===== src/rtl/t00_period_timer_ctrl.sv =====
// rtl/t00_period_timer_ctrl.sv - period/repetition sequencer driving a t00_flex_counter
module t00_period_timer_ctrl #(
  parameter int NUM_BITS = 4,
  parameter int REP_BITS = 8
) (
  input  logic                clk,
  input  logic                rst,
  input  logic                start,
  input  logic                stop,
  input  logic                pause,
  input  logic [NUM_BITS-1:0] period,
  input  logic [REP_BITS-1:0] reps,
  input  logic                cnt_rollover_flag,
  output logic                cnt_clear,
  output logic                cnt_enable,
  output logic [NUM_BITS-1:0] cnt_rollover_val,
  output logic                tick,
  output logic [REP_BITS-1:0] rep_count,
  output logic                busy,
  output logic                done
);

  typedef enum logic [1:0] {
    S_IDLE  = 2'd0,
    S_RUN   = 2'd1,
    S_PAUSE = 2'd2,
    S_DONE  = 2'd3
  } state_t;

  state_t              r_state;
  state_t              w_state_next;
  logic [NUM_BITS-1:0] r_period_q;
  logic [REP_BITS-1:0] r_reps_q;
  logic [REP_BITS-1:0] r_rep_count;
  logic                r_tick;

  logic                w_start_ok;
  logic                w_wrap;
  logic                w_final;
  logic [REP_BITS-1:0] w_rep_next;

  // A zero period would never produce a rollover, so such starts are dropped.
  assign w_start_ok = start && (period != '0);

  // A wrap only counts when the counter really advanced past its top value this
  // cycle; stop and pause both win over a pending flag.
  assign w_wrap     = (r_state == S_RUN) && cnt_rollover_flag && !stop && !pause;
  assign w_rep_next = r_rep_count + 1'b1;
  assign w_final    = w_wrap && (r_reps_q != '0) && (w_rep_next == r_reps_q);

  assign cnt_rollover_val = r_period_q;
  assign tick             = r_tick;
  assign rep_count        = r_rep_count;

  // State register.
  always_ff @(posedge clk) begin
    if (rst) begin
      r_state <= S_IDLE;
    end else begin
      r_state <= w_state_next;
    end
  end

  // Next-state decode; priority is stop, then pause, then the final wrap.
  always_comb begin
    w_state_next = r_state;
    case (r_state)
      S_IDLE: begin
        if (w_start_ok) w_state_next = S_RUN;
      end
      S_RUN: begin
        if (stop)         w_state_next = S_IDLE;
        else if (pause)   w_state_next = S_PAUSE;
        else if (w_final) w_state_next = S_DONE;
      end
      S_PAUSE: begin
        if (stop)        w_state_next = S_IDLE;
        else if (!pause) w_state_next = S_RUN;
      end
      S_DONE: begin
        w_state_next = S_IDLE;
      end
      default: w_state_next = S_IDLE;
    endcase
  end

  // Counter controls and status; pause drops the enable in the same cycle it is seen.
  always_comb begin
    cnt_clear  = 1'b0;
    cnt_enable = 1'b0;
    busy       = 1'b0;
    done       = 1'b0;
    case (r_state)
      S_IDLE: cnt_clear = 1'b1;
      S_RUN: begin
        cnt_enable = !pause;
        busy       = 1'b1;
      end
      S_PAUSE: busy = 1'b1;
      S_DONE:  done = 1'b1;
      default: cnt_clear = 1'b1;
    endcase
  end

  // Run parameters, completed-period count and the registered tick.
  always_ff @(posedge clk) begin
    if (rst) begin
      r_period_q  <= '0;
      r_reps_q    <= '0;
      r_rep_count <= '0;
      r_tick      <= 1'b0;
    end else begin
      r_tick <= w_wrap;
      if ((r_state == S_IDLE) && w_start_ok) begin
        r_period_q  <= period;
        r_reps_q    <= reps;
        r_rep_count <= '0;
      end else if (w_wrap) begin
        r_rep_count <= w_rep_next;
      end
    end
  end

endmodule


===== config.mk =====
export PLATFORM = sky130hd
export DESIGN_NAME = t00_period_timer_ctrl
export DESIGN_NICKNAME = d
export VERILOG_FILES = /design/src/rtl/t00_period_timer_ctrl.sv
export SDC_FILE = /design/constraint.sdc
export NUM_CORES = 1
export LEC_CHECK = 0
export BUFFER_PORTS_ARGS = -buffer_cell sky130_fd_sc_hd__buf_2
export CAP_MARGIN = 0
export CORE_MARGIN = 8
export CORE_UTILIZATION = 46
export DETAILED_ROUTE_END_ITERATION = 12
export PLACE_DENSITY_LB_ADDON = 0.25
export SYNTH_ARGS = -nofsm -noshare
export SYNTH_HDL_FRONTEND = slang
export SYNTH_SLANG_ARGS = --single-unit

===== constraint.sdc =====
create_clock -name clk -period 1.8 [get_ports clk]
set_input_delay 0.18 -clock clk [delete_from_list [all_inputs] [get_ports clk]]
set_output_delay 0.18 -clock clk [all_outputs]
set_load 0.02 [all_outputs]

* After elaboration in Yosys (flattened, before gate mapping)
Cells that the tools add are included.
W data, S select, Z words.
** Operators by class
- $add $sub $neg :: 1
- Equal/unequal tests :: 7
- Muxes and demuxes :: 11
- Reduce and logical (&&, ||, !) cells :: 15
** Operators by type and width (number)
- $mux W2 :: 6
- $add A8 B1 Y8 const B :: 1
- $eq A8 B8 Y1 :: 1
- $pmux W2 S4 :: 1
- $reduce_bool A8 Y1 :: 1
- $logic_and A1 B1 Y1 :: 7
- $eq A2 B2 Y1 const B :: 2
- $mux W1 :: 4
- $ne A4 B4 Y1 const B :: 1
- $reduce_bool A4 Y1 :: 1
- $reduce_or A2 Y1 :: 2
- $ne A3 B3 Y1 const B :: 1
- $reduce_and A3 Y1 :: 1
- $eq A2 B1 Y1 const B :: 1
- $logic_not A1 Y1 :: 2
- $logic_not A2 Y1 :: 1
- $ne A2 B2 Y1 const B :: 1
** Storage, ports and cells
- Flip-flop bits (word level) :: 23
- Input bits :: 18
- Output and inout bits :: 17
- Logic and storage cells :: 39

* Depth between registers and ports, before layout
- Depth in word-level cells :: 10
- Mapped depth :: 8
- Mapped depth without buffers :: 8

* Worst setup path after synthesis
No wires, ideal clock.
- Kind :: register to register
- Start point :: register r_rep_count[0], in the netlist rep_count[0]
- End point :: register r_state[0]
- Library setup time :: 79 ps
- Arrival :: 1871 ps
- Required time :: 1721 ps
- Slack :: -151 ps
- Cell stages (with the launch flop) :: 8
- Buffers on the path :: 0
- Clock period less this slack :: 1951 ps
- Cells stage by stage :: dfxtp_1 ha_1 inv_1 o31ai_1 nand3_1 o41ai_2 o211ai_2 a211oi_2
** On the way
- Longest elaborated chain between the ends :: 5
** RTL lines
- start: declaration :: line 34 : logic [REP_BITS-1:0] r_rep_count;
- start signal: assignment :: line 119 : r_rep_count <= w_rep_next;
- $add A8 B1 Y8 :: line 48 : assign w_rep_next = r_rep_count + 1'b1;
- $eq A8 B8 Y1 :: line 49 : assign w_final = w_wrap && (r_reps_q != '0) && (w_rep_next == r_reps_q);
- $logic_and A1 B1 Y1 :: line 49
- $ne A4 B4 Y1 (no source line)
- $reduce_and A3 Y1 (no source line)
- end signal: assignment :: line 60 : r_state <= w_state_next;
- end: declaration :: line 30 : state_t r_state;
No other way between the ends.
A chain may end at the register's enable or synchronous reset.

* Worst setup path after layout
- Start point :: register r_rep_count[0], in the netlist rep_count[0]
- End point :: register r_state[0]
** On the way
- Longest elaborated chain between the ends :: 5
** RTL lines
- $add A8 B1 Y8 :: line 48
- named net w_rep_next[1] :: line 40 : logic [REP_BITS-1:0] w_rep_next;
- $eq A8 B8 Y1 :: line 49
- $logic_and A1 B1 Y1 :: line 49
- $ne A4 B4 Y1 (no source line)
- $reduce_and A3 Y1 (no source line)
The timed path passes the listed nets, and every way through them passes these cells.

==> Implementation_results.wiki <==
{| class="wikitable"
! Metric !! Value
|-
| Share of Yosys cell area claimed by the top area cell type || 0.377
|-
| Pre-CTS WS || -0.0299 ns
|-
| Number of detailed-route iterations in the first pass || 4
|-
| Fraction of final layout cells sized beyond drive strength 1 || 0.352
|-
| Worst path arrival time || 2.01 ns
|-
| Horiz. Die Dim || 67.6 um
|-
| Via count || 1144
|-
| YS warnings || 0
|-
| Initial Utilization || 0.489
|-
| Register bit total from synthesis || 23
|-
| Achievable frequency || 564 MHz
|-
| First-pass GRT wire length || 4.99 mm
|-
| Mean routed wirelength per cell || 13.9 um
|-
| Number of global-route vias before repair || 1160
|-
| Max Cap Viol || 0
|-
| Fraction of the yosys area taken by sequential cells || 0.377
|-
| Most common library cell in the layout ignoring fill and taps || sky130_fd_sc_hd__buf_2
|-
| Clock-pin slew of the registers on the worst-case setup and hold paths || 0.12 ns
|-
| Required @ worst endpoint || 2.03 ns
|-
| Class of the worst hold path || input pin to flip-flop
|-
| Run status || finished, final reports clean
|-
| Final ANT Viol Nets || 0
|-
| Total negative setup slack || 0 ns
|-
| Transition time at the pin with the least slew margin || 0.330 ns
|-
| Half-perimeter wire length after placement || 2.41 mm
|-
| Total clock sinks || 23
|-
| Net count after synthesis || 168
|-
| LEAKAGE || 0.722 nW
|-
| # diodes || 0
|-
| Worst setup slack after layout || 0.0277 ns
|-
| Nature of the critical path endpoint || flip-flop
|-
| Residual DRC count || 0
|-
| Maximum number of pins on one net before global-route repair || 18
|-
| Synth-to-layout area growth || 30.5%
|-
| Area of the mapped netlist || 0.00122 mm^2
|-
| Post-layout nets || 217
|-
| CP startpoint kind || flip-flop
|-
| Endpoints failing setup || 0
|-
| Worst setup path class || flip-flop to flip-flop
|-
| Synth top area cells || sky130_fd_sc_hd__dfxtp_1 38%, sky130_fd_sc_hd__nor2_1 7.7%, sky130_fd_sc_hd__mux2i_1 7.4%
|-
| Number of placement rows || 18
|-
| Leading area contributor after synthesis || sky130_fd_sc_hd__dfxtp_1
|-
| Initial drt markers || 48
|-
| Vias per cell || 5.13
|-
| Std-Cell Core Area || 0.00250 mm^2
|-
| Gr ovfl total || 0
|-
| PD cells || 797 mW/mm^2
|-
| Root Buffer || sky130_fd_sc_hd__clkbuf_4
|-
| Largest buffer count on any clock path || 2
|-
| Top library cells by usage in the layout, fill and taps aside || 34 x sky130_fd_sc_hd__buf_2, 24 x sky130_fd_sc_hd__nor2_1, 19 x sky130_fd_sc_hd__dfxtp_1
|-
| Avg Inst Size Synth || 8.43 um^2
|-
| Unrepaired setup endpoints after global routing || true
|-
| Wire length reported by the detailed router || 3.09 mm
|-
| Area occupied by multi-input gates || 758 um^2
|-
| Final-report max-slew violation count || 0
|-
| Ratio of final minimum period to clock period || 0.985
|-
| Maximum fanout along the worst path || 2
|-
| Maximum level of the CTS H-tree || 1
|-
| Normalized max-slew margin || 0.780
|-
| Total of fill cells in the finished design || 223
|-
| Maximum resistive drop on vdd || 0.566 mV
|-
| Number of different library cells in the post-synthesis netlist || 30
|-
| Clock insertion delay at the later pin of the skew report || 0.31 ns
|-
| Boundary Pins || 35
|-
| Gp weighted congestion || 0.845
|-
| Total Die Area || 0.00456 mm^2
|-
| Count of mapped cells out of synthesis || 145
|-
| Die extent in y || 67.6 um
|-
| Final-report hold violation count || 0
|-
| Number of antenna violations at the first check in global routing || 0
|-
| Crit path time final || 1.77 ns
|-
| Tot GR Track Use || 0.138
|-
| Number of port buffers || 34
|-
| Reg area || 468 um^2
|-
| Number of buffers inserted during clock tree synthesis || 3
|-
| Clock tree skew after final layout || 0.00332 ns
|-
| Clock tree from TritonCTS || built
|}
-- synthesized netlist by cell type --
cell type / instances
sky130_fd_sc_hd__a211oi_1: 2
sky130_fd_sc_hd__a211oi_2: 1
sky130_fd_sc_hd__a21oi_1: 8
sky130_fd_sc_hd__and2_1: 1
sky130_fd_sc_hd__and3b_1: 1
sky130_fd_sc_hd__buf_2: 1
sky130_fd_sc_hd__buf_4: 1
sky130_fd_sc_hd__clkbuf_1: 3
sky130_fd_sc_hd__dfxtp_1: 23
sky130_fd_sc_hd__ha_1: 5
sky130_fd_sc_hd__inv_1: 6
sky130_fd_sc_hd__mux2i_1: 9
sky130_fd_sc_hd__nand2_1: 14
sky130_fd_sc_hd__nand2b_1: 2
sky130_fd_sc_hd__nand3_1: 10
sky130_fd_sc_hd__nand3b_1: 1
sky130_fd_sc_hd__nand4_1: 3
sky130_fd_sc_hd__nor2_1: 25
sky130_fd_sc_hd__nor2b_2: 1
sky130_fd_sc_hd__nor3_1: 2
sky130_fd_sc_hd__nor4_1: 1
sky130_fd_sc_hd__o211ai_2: 1
sky130_fd_sc_hd__o21a_1: 1
sky130_fd_sc_hd__o21ai_0: 2
sky130_fd_sc_hd__o31ai_1: 1
sky130_fd_sc_hd__o41ai_1: 1
sky130_fd_sc_hd__o41ai_2: 1
sky130_fd_sc_hd__or3b_2: 2
sky130_fd_sc_hd__xnor2_1: 9
sky130_fd_sc_hd__xor2_1: 7
-- layer usage --
layer,vias up,GRT usage,wire (um)
li1,586,-,-
met1,534,0.159,1350
met2,18,0.239,1550
met3,6,0.0348,123
met4,0,0.0522,65
met5,-,0,0
-- metrics by stage --
step | utilization | hold slack [ns] | cell area (um^2) | std cells | total power [mW]
final | 0.638 | 0.0948 | 1600 | 223 | 1.27
after global routing | 0.638 | 0.0867 | 1600 | 223 | 1.35
after CTS | 0.622 | 0.0918 | 1550 | 221 | 1.25
after detailed placement | 0.603 | 0.417 | 1510 | 216 | 1.01
after global placement | 0.603 | 0.410 | 1510 | 216 | 0.998
after floorplan | - | 0.324 | 1230 | 145 | 0.873
-- cell families after synthesis --
| kind of cell | count (synthesis) | share of synthesized area |
|---|---|---|
| adders and majority gates | 5 | 0.0512 |
| muxes | 9 | 0.0737 |
| buffers and inverters | 11 | 0.0379 |
| AOI/OAI and AO/OA | 18 | 0.106 |
| DFF | 23 | 0.377 |
| xor gates and xnor gates | 16 | 0.115 |
| and+or+nand+nor | 63 | 0.240 |
-- worst paths after layout --
path	start	cells past startpoint	endpoint	slack, ns
max	rep_count[0]	7	r_state[0]	0.03
min	reps[7]	3	r_reps_q[7]	0.09
max reg2reg	rep_count[0]	7	r_state[0]	0.03
min reg2reg	cnt_rollover_val[2]	2	cnt_rollover_val[2]	0.47
-- layout make-up --
class                           instances  area share
Multi-Input combinational cell        111       0.475
Sequential cell                        23       0.293
Timing Repair Buffer                   49       0.177
Tap cell                               30      0.0235
Clock buffer                            4      0.0165
Inverter                                6      0.0141
-- registers in the layout, summed over array words and instances (netlist names) --
register,cells
r_reps_q,8
cnt_rollover_val,4
tick,1
rep_count,8
r_state,2
-- where the power goes --
part	total, mW	internal, mW	switching [mW]
registers	0.591	0.551	0.0397
clock network	0.242	0.0864	0.155
logic	0.439	0.206	0.233
-- what timing repair did --
| action | in CTS | in global routing |
|---|---|---|
| pin swaps | 3 | 5 |
| setup buffers | 1 | 2 |
| hold buffers | 0 | 0 |
| resized for setup | 2 | 8 |
| setup endpoints to repair | 1 | 4 |
-- critical path: stages, from the launching register on --
cell and delay, ns:
sky130_fd_sc_hd__dfxtp_4 0.38, sky130_fd_sc_hd__ha_4 0.24, sky130_fd_sc_hd__xor2_1 0.13, sky130_fd_sc_hd__a21oi_1 0.12
sky130_fd_sc_hd__nand3_1 0.10, sky130_fd_sc_hd__o41ai_2 0.34, sky130_fd_sc_hd__o211ai_2 0.16, sky130_fd_sc_hd__a211oi_2 0.23
(Power assumes the default switching activity.)
